<file path="src/rtl/pc_pkg.sv">
// pc_pkg: next-PC select encoding, default vectors and target alignment helper
package pc_pkg;
  typedef enum logic [2:0] {SEL_EXC, SEL_HOLD, SEL_RET, SEL_JR, SEL_JMP, SEL_BR, SEL_SEQ} sel_t;
  localparam logic [31:0] RESET_VEC_DEF = 32'h0000_0000;
  localparam logic [31:0] EXC_VEC_DEF = 32'h0000_0080;
  function automatic logic [63:0] align_mask(input int unsigned lsb);
    return ~((64'd1 << lsb) - 64'd1);
  endfunction
endpackage

</file>
<file path="src/rtl/ras_stack.sv">
// ras_stack: circular return-address stack with saturating count and overflow/underflow pulses
module ras_stack #(
  parameter int DEPTH = 4,
  parameter int W = 32
) (
  input  logic                       clk,
  input  logic                       rst_n,
  input  logic                       push,
  input  logic                       pop,
  input  logic [W-1:0]               wdata,
  output logic [W-1:0]               top,
  output logic [$clog2(DEPTH):0]     count,
  output logic                       ovf,
  output logic                       unf
);
  localparam int PW = $clog2(DEPTH);
  logic [W-1:0] mem [DEPTH];
  logic [PW-1:0] ptr, ptr_m1;
  logic pop_ok, full;
  assign ptr_m1 = ptr - PW'(1);
  assign top = mem[ptr_m1];
  assign pop_ok = pop && count != '0;
  assign full = count == (PW+1)'(DEPTH);
  // push+pop on a non-empty stack replaces the top in place, leaving pointer and count alone
  always_ff @(posedge clk) begin
    if (!rst_n) begin
      ptr <= '0;
      count <= '0;
      ovf <= 1'b0;
      unf <= 1'b0;
    end else begin
      ovf <= push && full && !pop_ok;
      unf <= pop && !pop_ok;
      if (push && pop_ok) mem[ptr_m1] <= wdata;
      else if (push) begin
        mem[ptr] <= wdata;
        ptr <= ptr + PW'(1);
        count <= full ? count : count + (PW+1)'(1);
      end else if (pop_ok) begin
        ptr <= ptr_m1;
        count <= count - (PW+1)'(1);
      end
    end
  end
endmodule

</file>
<file path="src/rtl/pc_sequencer.sv">
// pc_sequencer: fetch-stage program counter with branch/jump/return selection, stall, exception and RAS
module pc_sequencer import pc_pkg::*; #(
  parameter int ADDR_W = 32,
  parameter int INC = 4,
  parameter logic [ADDR_W-1:0] RESET_VEC = ADDR_W'(RESET_VEC_DEF),
  parameter logic [ADDR_W-1:0] EXC_VEC = ADDR_W'(EXC_VEC_DEF),
  parameter int OFF_W = 16,
  parameter int RAS_DEPTH = 4
) (
  input  logic                         clk,
  input  logic                         rst_n,
  input  logic                         stall,
  input  logic                         exc,
  input  logic                         br_taken,
  input  logic [OFF_W-1:0]             br_off,
  input  logic                         jump,
  input  logic [ADDR_W-1:0]            jump_tgt,
  input  logic                         jr,
  input  logic [ADDR_W-1:0]            jr_tgt,
  input  logic                         call,
  input  logic                         ret,
  output logic [ADDR_W-1:0]            pc,
  output logic [ADDR_W-1:0]            pc_inc,
  output logic [$clog2(RAS_DEPTH):0]   ras_count,
  output logic                         ras_ovf,
  output logic                         ras_unf
);
  localparam logic [ADDR_W-1:0] MASK = ADDR_W'(align_mask($clog2(INC)));
  sel_t sel;
  logic push, pop;
  logic [ADDR_W-1:0] top, br_tgt, raw, nxt;
  assign pc_inc = pc + ADDR_W'(INC);
  assign br_tgt = pc_inc + (ADDR_W'($signed(br_off)) << 2);
  always_comb begin
    sel = exc ? SEL_EXC : stall ? SEL_HOLD : ret ? SEL_RET : jr ? SEL_JR :
          jump ? SEL_JMP : br_taken ? SEL_BR : SEL_SEQ;
    pop = sel == SEL_RET;
    push = call && (pop || sel == SEL_JR || sel == SEL_JMP);
    raw = sel == SEL_EXC ? EXC_VEC :
          sel == SEL_RET ? (ras_count == '0 ? jr_tgt : top) :
          sel == SEL_JR  ? jr_tgt :
          sel == SEL_JMP ? jump_tgt :
          sel == SEL_BR  ? br_tgt : pc_inc;
    nxt = sel == SEL_HOLD ? pc : raw & MASK;
  end
  always_ff @(posedge clk) pc <= !rst_n ? RESET_VEC : nxt;
  ras_stack #(.DEPTH(RAS_DEPTH), .W(ADDR_W)) u_ras (
    .clk(clk),
    .rst_n(rst_n),
    .push(push),
    .pop(pop),
    .wdata(pc_inc),
    .top(top),
    .count(ras_count),
    .ovf(ras_ovf),
    .unf(ras_unf)
  );
endmodule

</file>
<file path="config.mk">
export PLATFORM = sky130hd
export DESIGN_NAME = pc_sequencer
export DESIGN_NICKNAME = d
export VERILOG_FILES = /design/src/rtl/pc_pkg.sv /design/src/rtl/ras_stack.sv /design/src/rtl/pc_sequencer.sv
export SDC_FILE = /design/constraint.sdc
export NUM_CORES = 1
export LEC_CHECK = 0
export ABC_AREA = 1
export BUFFER_PORTS_ARGS = -buffer_cell sky130_fd_sc_hd__buf_2
export CORE_MARGIN = 3
export CORE_UTILIZATION = 28
export CTS_BUF_LIST = sky130_fd_sc_hd__clkbuf_8 sky130_fd_sc_hd__clkbuf_16
export CTS_CLUSTER_DIAMETER = 100
export DETAILED_ROUTE_END_ITERATION = 12
export GPL_TIMING_DRIVEN = 0
export PLACE_DENSITY = 0.56
export SETUP_SLACK_MARGIN = 0.1
export SLEW_MARGIN = 20
export SYNTH_ARGS = -nofsm -noshare
export SYNTH_HDL_FRONTEND = slang
export SYNTH_SLANG_ARGS = --single-unit
</file>
<file path="constraint.sdc">
create_clock -name clk -period 8.8 [get_ports clk]
set_input_delay 1.32 -clock clk [delete_from_list [all_inputs] [get_ports clk]]
set_output_delay 1.32 -clock clk [all_outputs]
set_load 0.02 [all_outputs]
</file>
==> results of run 1 <==
metal layers:
metal	up-vias	global-route usage, %	part of all wire [%]
li1	4833	-	-
met1	4788	29.1	42
met2	477	34.2	44
met3	84	4.66	9.9
met4	0	8.24	4.2
met5	-	0	0
report_power, final:
group	switching [W]	internal, W	leakage (nW)	total (W)
clock	0.000321	0.000447	0.293	0.000768
sequential	0.0000129	0.000806	1.36	0.000819
combinational	0.000229	0.0000994	3.90	0.000329
total	0.000564	0.00135	5.55	0.00192
path summary, 6_finish.rpt:
check | from | endpoint | slack, ns
worst min-delay path | pc[30] | pc[30] | 0.51
worst max-delay path | pc[2] | pc[30] | 4.29
worst max register to register | pc[2] | pc[30] | 4.29
worst min register to register | pc[30] | pc[30] | 0.51
worst min-delay path: cells and delay by family, from the launching register on:
kind             cells  cell delay (ns)
AND/OR/NAND/NOR      1             0.07
flip-flops           1             0.33
AO/OA/AOI/OAI        1             0.06
cells by family (layout without fill, tap and decap cells):
kind of cell	after synthesis	after routing	share of synthesized area [%]
simple gates	630	630	26.4
compound gates	255	255	15.0
buf+inv	217	408	8.43
flops	157	157	42.4
fa+ha+maj	39	39	4.91
xor+xnor	31	31	2.65
other cells	1	4	0.0366
mux	1	1	0.0978
stage by stage:
stage	cell area [um^2]	instances	util, %
global placement	11600	1944	32.3
detailed placement	11700	1954	32.7
finish	12300	1986	34.4
global route	12300	1986	34.4
CTS	12300	1986	34.3
floorplan	10200	1334	-
cell type report:
| type | instances | area share, % |
|---|---|---|
| multi-input cells | 960 | 41.3 |
| flip-flops and latches | 157 | 35.3 |
| repair buffers | 159 | 6.89 |
| inverters | 167 | 5.09 |
| well taps | 461 | 4.68 |
| clock buffers | 17 | 3.45 |
| plain buffers | 50 | 1.92 |
| clock inverters | 15 | 1.41 |
flip-flops by register name (all words and copies together) (netlist names):
name and cells:
u_ras.count 3, u_ras.unf 1, pc 30, u_ras.mem 120, u_ras.ptr 2, u_ras.ovf 1
cells in the final DEF, fill, tap and decap left out, drive strengths merged:
cell type	count
clkinvlp	3
o221ai	30
a21oi	99
clkbuf	42
nand3	74
a31oi	2
inv	171
o31ai	1
a21o	2
o2bb2ai	2
o211ai	10
nor3b	2
o21bai	6
ha	37
a22oi	4
edfxtp	120
fa	2
dfxtp	37
o2111ai	2
xnor2	11
nand2	418
nand3b	3
a211oi	4
o221a	1
o21ai	62
buf	184
clkinv	5
xor2	20
bufinv	3
and3	1
and2	1
nor4	3
mux2i	1
nand4	10
nor2	87
or2	9
o22ai	30
conb	4
nor3	22
==> metrics.md, run 1 <==
| Metric | Value |
|---|---|
| H-tree lvl count | 4 |
| Dominant delay contributor by cell family on the critical path | simple AND/OR/NAND/NOR gates |
| Post-detailed-route wirelength per cell | 21.6 um |
| Initial cell density of the core | 28.6% |
| Cell with the most instances on the worst path | nand2_1 |
| Largest area contributor in the synthesized netlist | edfxtp_1 |
| CTS hold repair buffers | 0 |
| Cells after Synth | 1331 |
| TritonCTS Buffers | 17 |
| Sequential element share of the synthesized area | 42.4% |
| Post-synthesis instance area | 10200 um^2 |
| Crit path buf inv count | 1 |
| TritonRoute pass-1 iters | 5 |
| Via density per instance | 5.13 |
| Leading cell type by number of instances after synthesis | nand2_1 |
| Placeable Area | 35800 um^2 |
| Synth top area cells | edfxtp_1, nand2_1, dfxtp_1, inv_1, a21oi_1 |
| Floorplan die width | 197 um |
| Setup crit end kind | register |
| Floorplan die area | 38900 um^2 |
| Number of antenna repair diodes | 0 |
| Status | finished, final reports clean |
| Cell leakage power | 5.55 nW |
| TritonCTS clock tree | done |
| Setup WS post-layout | 4.29 ns |
| Maximum number of buffers from clock root to sink | 2 |
| Warning count from the yosys run | 0 |
| Worst path cell trace | ha_1 > nand3_1 > nor2_1 > nand4_2 > nor2_2 > xor2_1 > ha_1 > nand2_1 > nor2_1 > nand2_1 > inv_1 > a21oi_1 > nand2_1 > nand2_1 > nand3_1 > nand2_1 > nand2_1 > nand2_1 > nand2_1 > nand2_1 > nand2_1 > a21oi_1 |
| Worst slack on hold paths | 0.508 ns |
| Setup repair after global routing missed its margin | false |
| Clock Sinks | 157 |
| Sequential cell area | 4340 um^2 |
| DRC marker count from the first detailed-route iteration | 1063 |
| Type of the worst setup path | reg2reg |
| Max-Cap Viols | 0 |
| Stages on the worst setup path | 22 |
| Worst hold path type | reg2reg |
| Launching element type of the critical path | register |
| Register bit count reported by yosys | 157 |
| Measured slew at the worst slew-check pin | 1.16 ns |
| Critical Path AT | 4.86 ns |
| Number of pins exceeding their max-slew limit in the final report | 0 |
| Worst stage delay on the critical path | 0.86 ns |
| Period Utilization, post-route | 51.2% |
| Clock slew at the register clock pins of the worst setup and hold paths | 0.07 ns |
| Total detailed-routing wirelength | 42.9 mm |
| Post-CTS Setup Repair Bufs | 0 |
| Ratio of cells with drive above 1 in the final layout | 17.8% |
| Buffers on Ports | 149 |
| Fill cell instance count of the final layout | 3811 |
| Number of endpoints with negative hold slack in the final report | 0 |
| Count of flip-flops with a built-in enable after synthesis | 120 |
| Die H | 197 um |
| Post-route setup TNS | 0 ns |
| Crit Path Max Fanout | 7 |
| Clock root buffer | clkbuf_16 |
| Most instantiated flip-flop cell in the synthesis netlist | edfxtp_1 |
| Clock latency at the later pin of the worst-skew pair | 0.43 ns |
| Number of top-level pins | 158 |
| Endpoint required time on the critical path | 9.15 ns |
| Setup-failing EPs final | 0 |
| Routed vias | 10200 |
| Top-area cell type share of the netlist area | 35.2% |
| Minimum setup slack after placement | 4.14 ns |
| Global-route wire length before repair | 61.8 mm |
| Share of flip-flops with an asynchronous set or reset after synthesis | 0% |
| Largest net degree at the start of global routing | 20 |
| Initial antenna violation count | 1 |
| Grt total ovfl | 0 |
| Worst Skew | 0.0200 ns |
| Post-cts resize count | 0 |
| Power density over the cells | 156 nW/um^2 |
| Vias in the first global route | 9621 |
| Critical path's slowest cell | xor2_1 |
| Post-detailed-route DRC marker count | 0 |
| Synthesized area per cell | 7.69 um^2 |
| Top achievable clock speed | 222 MHz |
| Rel. slew slack | 22.3% |
| Final weighted congestion of routability-driven global placement | 0.959 |
| Worst R2R Path Depth | 22 |
| Final total power | 0.00192 W |
| Area grow syn2layout | 20.3% |
| Combined area of the multi-input logic cells | 5080 um^2 |
| Number of stages on the worst hold path | 2 |
| Library cells used by synthesis | 52 |
| Global-route usage over all layers | 21.6% |
| Placed wire-length estimate | 34.6 mm |
| Post-route ant nets | 0 |
| Clock period minus final worst setup slack | 4.51 ns |
| Most frequent cells after synthesis | nand2_1, inv_1, edfxtp_1 |
| Layout Nets | 1640 |
| Number of standard-cell rows in the floorplan | 69 |
| Largest vdd supply drop | 118 uV |
No activity file was read; power rests on OpenSTA's default activity.
==> inputs of run 2 (changes only) <==
--- a/config.mk
+++ b/config.mk
@@ -13,7 +13,7 @@
 export CTS_CLUSTER_DIAMETER = 100
 export DETAILED_ROUTE_END_ITERATION = 12
 export GPL_TIMING_DRIVEN = 0
-export PLACE_DENSITY = 0.56
+export PLACE_DENSITY = 0.58
 export SETUP_SLACK_MARGIN = 0.1
 export SLEW_MARGIN = 20
 export SYNTH_ARGS = -nofsm -noshare
==> constraint.sdc (replaced) <==
create_clock -name clk -period 3.7 [get_ports clk]
set_input_delay 0.555 -clock clk [delete_from_list [all_inputs] [get_ports clk]]
set_output_delay 0.555 -clock clk [all_outputs]
set_load 0.02 [all_outputs]
==> run 2 against run 1 <==
First-iteration DRC count increased by 0.85%; final cell count rose by 2.4%; global-route usage is 0.48 points higher; combinational power rose to 2.6 times the previous value; critical path depth stayed put; non-clock buffer count rose by 47; highest routed layer unchanged.
==> metrics.md, run 2 (same netlist as run 1, synthesis figures left out) <==
| Metric | Value |
|---|---|
| Status | finished, final reports clean (unchanged) |
| H-tree lvl count | 4 (unchanged) |
| Initial antenna violation count | 0 (was 1) |
| Largest net degree at the start of global routing | 20 (unchanged) |
| Clock slew at the register clock pins of the worst setup and hold paths | 0.08 ns (was 0.07 ns) |
| Registers with the highest flip-flop counts | u_ras.mem x120, pc x30, u_ras.count x3 (unchanged) |
| Post-detailed-route DRC marker count | 0 (unchanged) |
| Met3 track demand over resource | 4.74% (was 4.66%) |
| Reported net switching power | 0.00143 W (was 0.000564 W) |
| Final weighted congestion of routability-driven global placement | 0.976 (was 0.959) |
| Reg2Reg Launch Point | pc[15] (was pc[2]) |
| Setup-failing EPs final | 0 (unchanged) |
| Layout Nets | 1687 (was 1640) |
| Global-route wire length before repair | 63.3 mm (was 61.8 mm) |
| Rel. slew slack | 33.6% (was 22.3%) |
| Number of antenna repair diodes | 0 (unchanged) |
| Clock Power Share | 39.1% (was 40.1%) |
| Global-route track usage on met2 | 35.5% (was 34.2%) |
| Worst Skew | 0.0218 ns (was 0.0200 ns) |
| Ratio of cells with drive above 1 in the final layout | 27.7% (was 17.8%) |
| Number of standard-cell rows in the floorplan | 69 (unchanged) |
| Number of pins exceeding their max-slew limit in the final report | 0 (unchanged) |
| Setup repair after global routing missed its margin | true (was false) |
| Fill cell instance count of the final layout | 3737 (was 3811) |
| Gate power share | 18.4% (was 17.2%) |
| Internal power | 0.00316 W (was 0.00135 W) |
| Post-route setup TNS | 0 ns (unchanged) |
| Most flop-heavy register | u_ras.mem (unchanged) |
| Routed vias | 10600 (was 10200) |
| Clock latency at the later pin of the worst-skew pair | 0.44 ns (was 0.43 ns) |
| Worst setup path endpoint | pc[29] (was pc[30]) |
| Initial cell density of the core | 28.6% (unchanged) |
| Max reg flops | 120 (unchanged) |
| Total detailed-routing wirelength | 44.0 mm (was 42.9 mm) |
| Busiest metal layer after global routing | met2 (unchanged) |
| Period Utilization, post-route | 93.1% (was 51.2%) |
| Post-route ant nets | 0 (unchanged) |
| Grt total ovfl | 0 (unchanged) |
| Grt met1 use | 29.1% (about the same) |
| Endpoint required time on the critical path | 4.00 ns (was 9.15 ns) |
| Top achievable clock speed | 290 MHz (was 222 MHz) |
| Cell leakage power | 5.89 nW (was 5.55 nW) |
| Area grow syn2layout | 31.3% (was 20.3%) |
| Launching element type of the critical path | register (unchanged) |
| Type of the worst setup path | reg2reg (unchanged) |
| Number of top-level pins | 158 (unchanged) |
| Global-route usage over all layers | 22.1% (was 21.6%) |
| Measured slew at the worst slew-check pin | 0.990 ns (was 1.16 ns) |
| Largest vdd supply drop | 315 uV (was 118 uV) |
| Setup slack, reg-to-reg | 0.25 ns (was 4.29 ns) |
| Placeable Area | 35800 um^2 (unchanged) |
| CTS hold repair buffers | 0 (unchanged) |
| Number of endpoints with negative hold slack in the final report | 0 (unchanged) |
| DRC marker count from the first detailed-route iteration | 1072 (was 1063) |
| Max-Cap Viols | 0 (unchanged) |
| Worst R2R Path Depth | 22 (unchanged) |
| Clock Sinks | 157 (unchanged) |
| Commonest non-fill, non-tap cell in the layout | nand2_1 (unchanged) |
| CP Launch Point | pc[15] (was pc[2]) |
| Fraction of power spent switching nets | 31.1% (was 29.4%) |
| Floorplan die area | 38900 um^2 (unchanged) |
| Most used cells in the layout excluding fill and tap cells | nand2_1, buf_2, inv_1 (unchanged) |
| Setup crit end kind | register (unchanged) |
| Critical register-to-register path endpoint | pc[29] (was pc[30]) |
| Clock root buffer | clkbuf_16 (unchanged) |
| Die H | 197 um (unchanged) |
| Post-detailed-route wirelength per cell | 21.6 um (about the same) |
| TritonCTS Buffers | 17 (unchanged) |
| Worst slack on hold paths | 0.433 ns (was 0.508 ns) |
| Placed wire-length estimate | 34.2 mm (was 34.6 mm) |
| TritonRoute pass-1 iters | 5 (unchanged) |
| TritonCTS clock tree | done (unchanged) |
| Crit Path Max Fanout | 7 (unchanged) |
| Via density per instance | 5.20 (was 5.13) |
| Maximum number of buffers from clock root to sink | 2 (unchanged) |
| Clock period minus final worst setup slack | 3.45 ns (was 4.51 ns) |
| Power density over the cells | 341 nW/um^2 (was 156 nW/um^2) |
| Vias in the first global route | 9930 (was 9621) |
| Floorplan die width | 197 um (unchanged) |
| Worst hold path type | in2reg (was reg2reg) |
| Relative contribution of sequential cells to total power | 42.5% (was 42.7%) |
| Final total power | 0.00458 W (was 0.00192 W) |
| Buffers on Ports | 149 (unchanged) |
| Critical Path AT | 3.75 ns (was 4.86 ns) |
## run 2: layout make-up
class                   count  area [um^2]  area share (%)
clock buffers              18          439            3.27
clock inverters            14          151            1.13
inverters                 167          643            4.78
multi-input cells         960         5760            42.8
well taps                 461          577            4.29
plain buffers              50          250            1.86
flip-flops and latches    157         4400            32.7
repair buffers            206         1230            9.17
## run 2: how the worst min path moves through the flow
| stage | from | endpoint | slack [ns] | cells past startpoint |
|---|---|---|---|---|
| after global routing | rst_n | pc[7] | 0.44 | 3 |
| after floorplan | u_ras.count[2] | u_ras.count[2] | 0.55 | 1 |
| final | rst_n | pc[7] | 0.43 | 3 |
| after detailed placement | u_ras.count[2] | u_ras.count[2] | 0.49 | 1 |
| after global placement | u_ras.count[2] | u_ras.count[2] | 0.48 | 1 |
| after CTS | rst_n | pc[7] | 0.41 | 3 |
## run 2: critical path, stage by stage, from the launching register on
cell and delay [ns]:
dfxtp_4 0.38, buf_8 0.14, nand2_1 0.09, nor3_4 0.29
buf_4 0.17, nand2_1 0.06, nor2_2 0.16, xor2_2 0.20
inv_2 0.09, ha_4 0.31, nand2_2 0.11, nor2_2 0.14
nand2_1 0.11, nor4_2 0.25, nand2_1 0.11, nand3_1 0.08
nand3_1 0.11, nand2_1 0.10, nand2_2 0.08, nand2_1 0.07
nand2_1 0.04, nand2_1 0.15, a21oi_1 0.08
## run 2: power groups by stage
stage,clock network [W],logic [W],registers [W]
floorplan,0,0.000438,0.00199
global placement,0,0.000752,0.00199
detailed placement,0,0.000762,0.00199
CTS,0.00181,0.000791,0.00195
global route,0.00189,0.000917,0.00195
finish,0.00179,0.000845,0.00195
## run 2: stage by stage
step,util [%],setup WS [ns],std cells,area (um^2)
final,37.5,0.255,2033,13400
after global routing,37.5,-0.0231,2033,13400
after CTS,35.8,0.0692,2008,12800
after detailed placement,32.7,-0.681,1955,11700
after global placement,32.3,-2.93,1944,11600
after floorplan,-,-0.753,1334,10300
## run 2: timing repair
| action | 4_1_cts | 5_1_grt |
|---|---|---|
| setup endpoints to repair | 23 | 59 |
| pin swaps | 8 | 15 |
| gates resized for setup | 68 | 99 |
| buffers inserted | 21 | 25 |
## run 2: routing by layer
layer	up-vias	part of all wire [%]
met4	0	4.3
met3	87	9.4
met5	-	0
met1	5021	41
li1	4929	-
met2	533	45
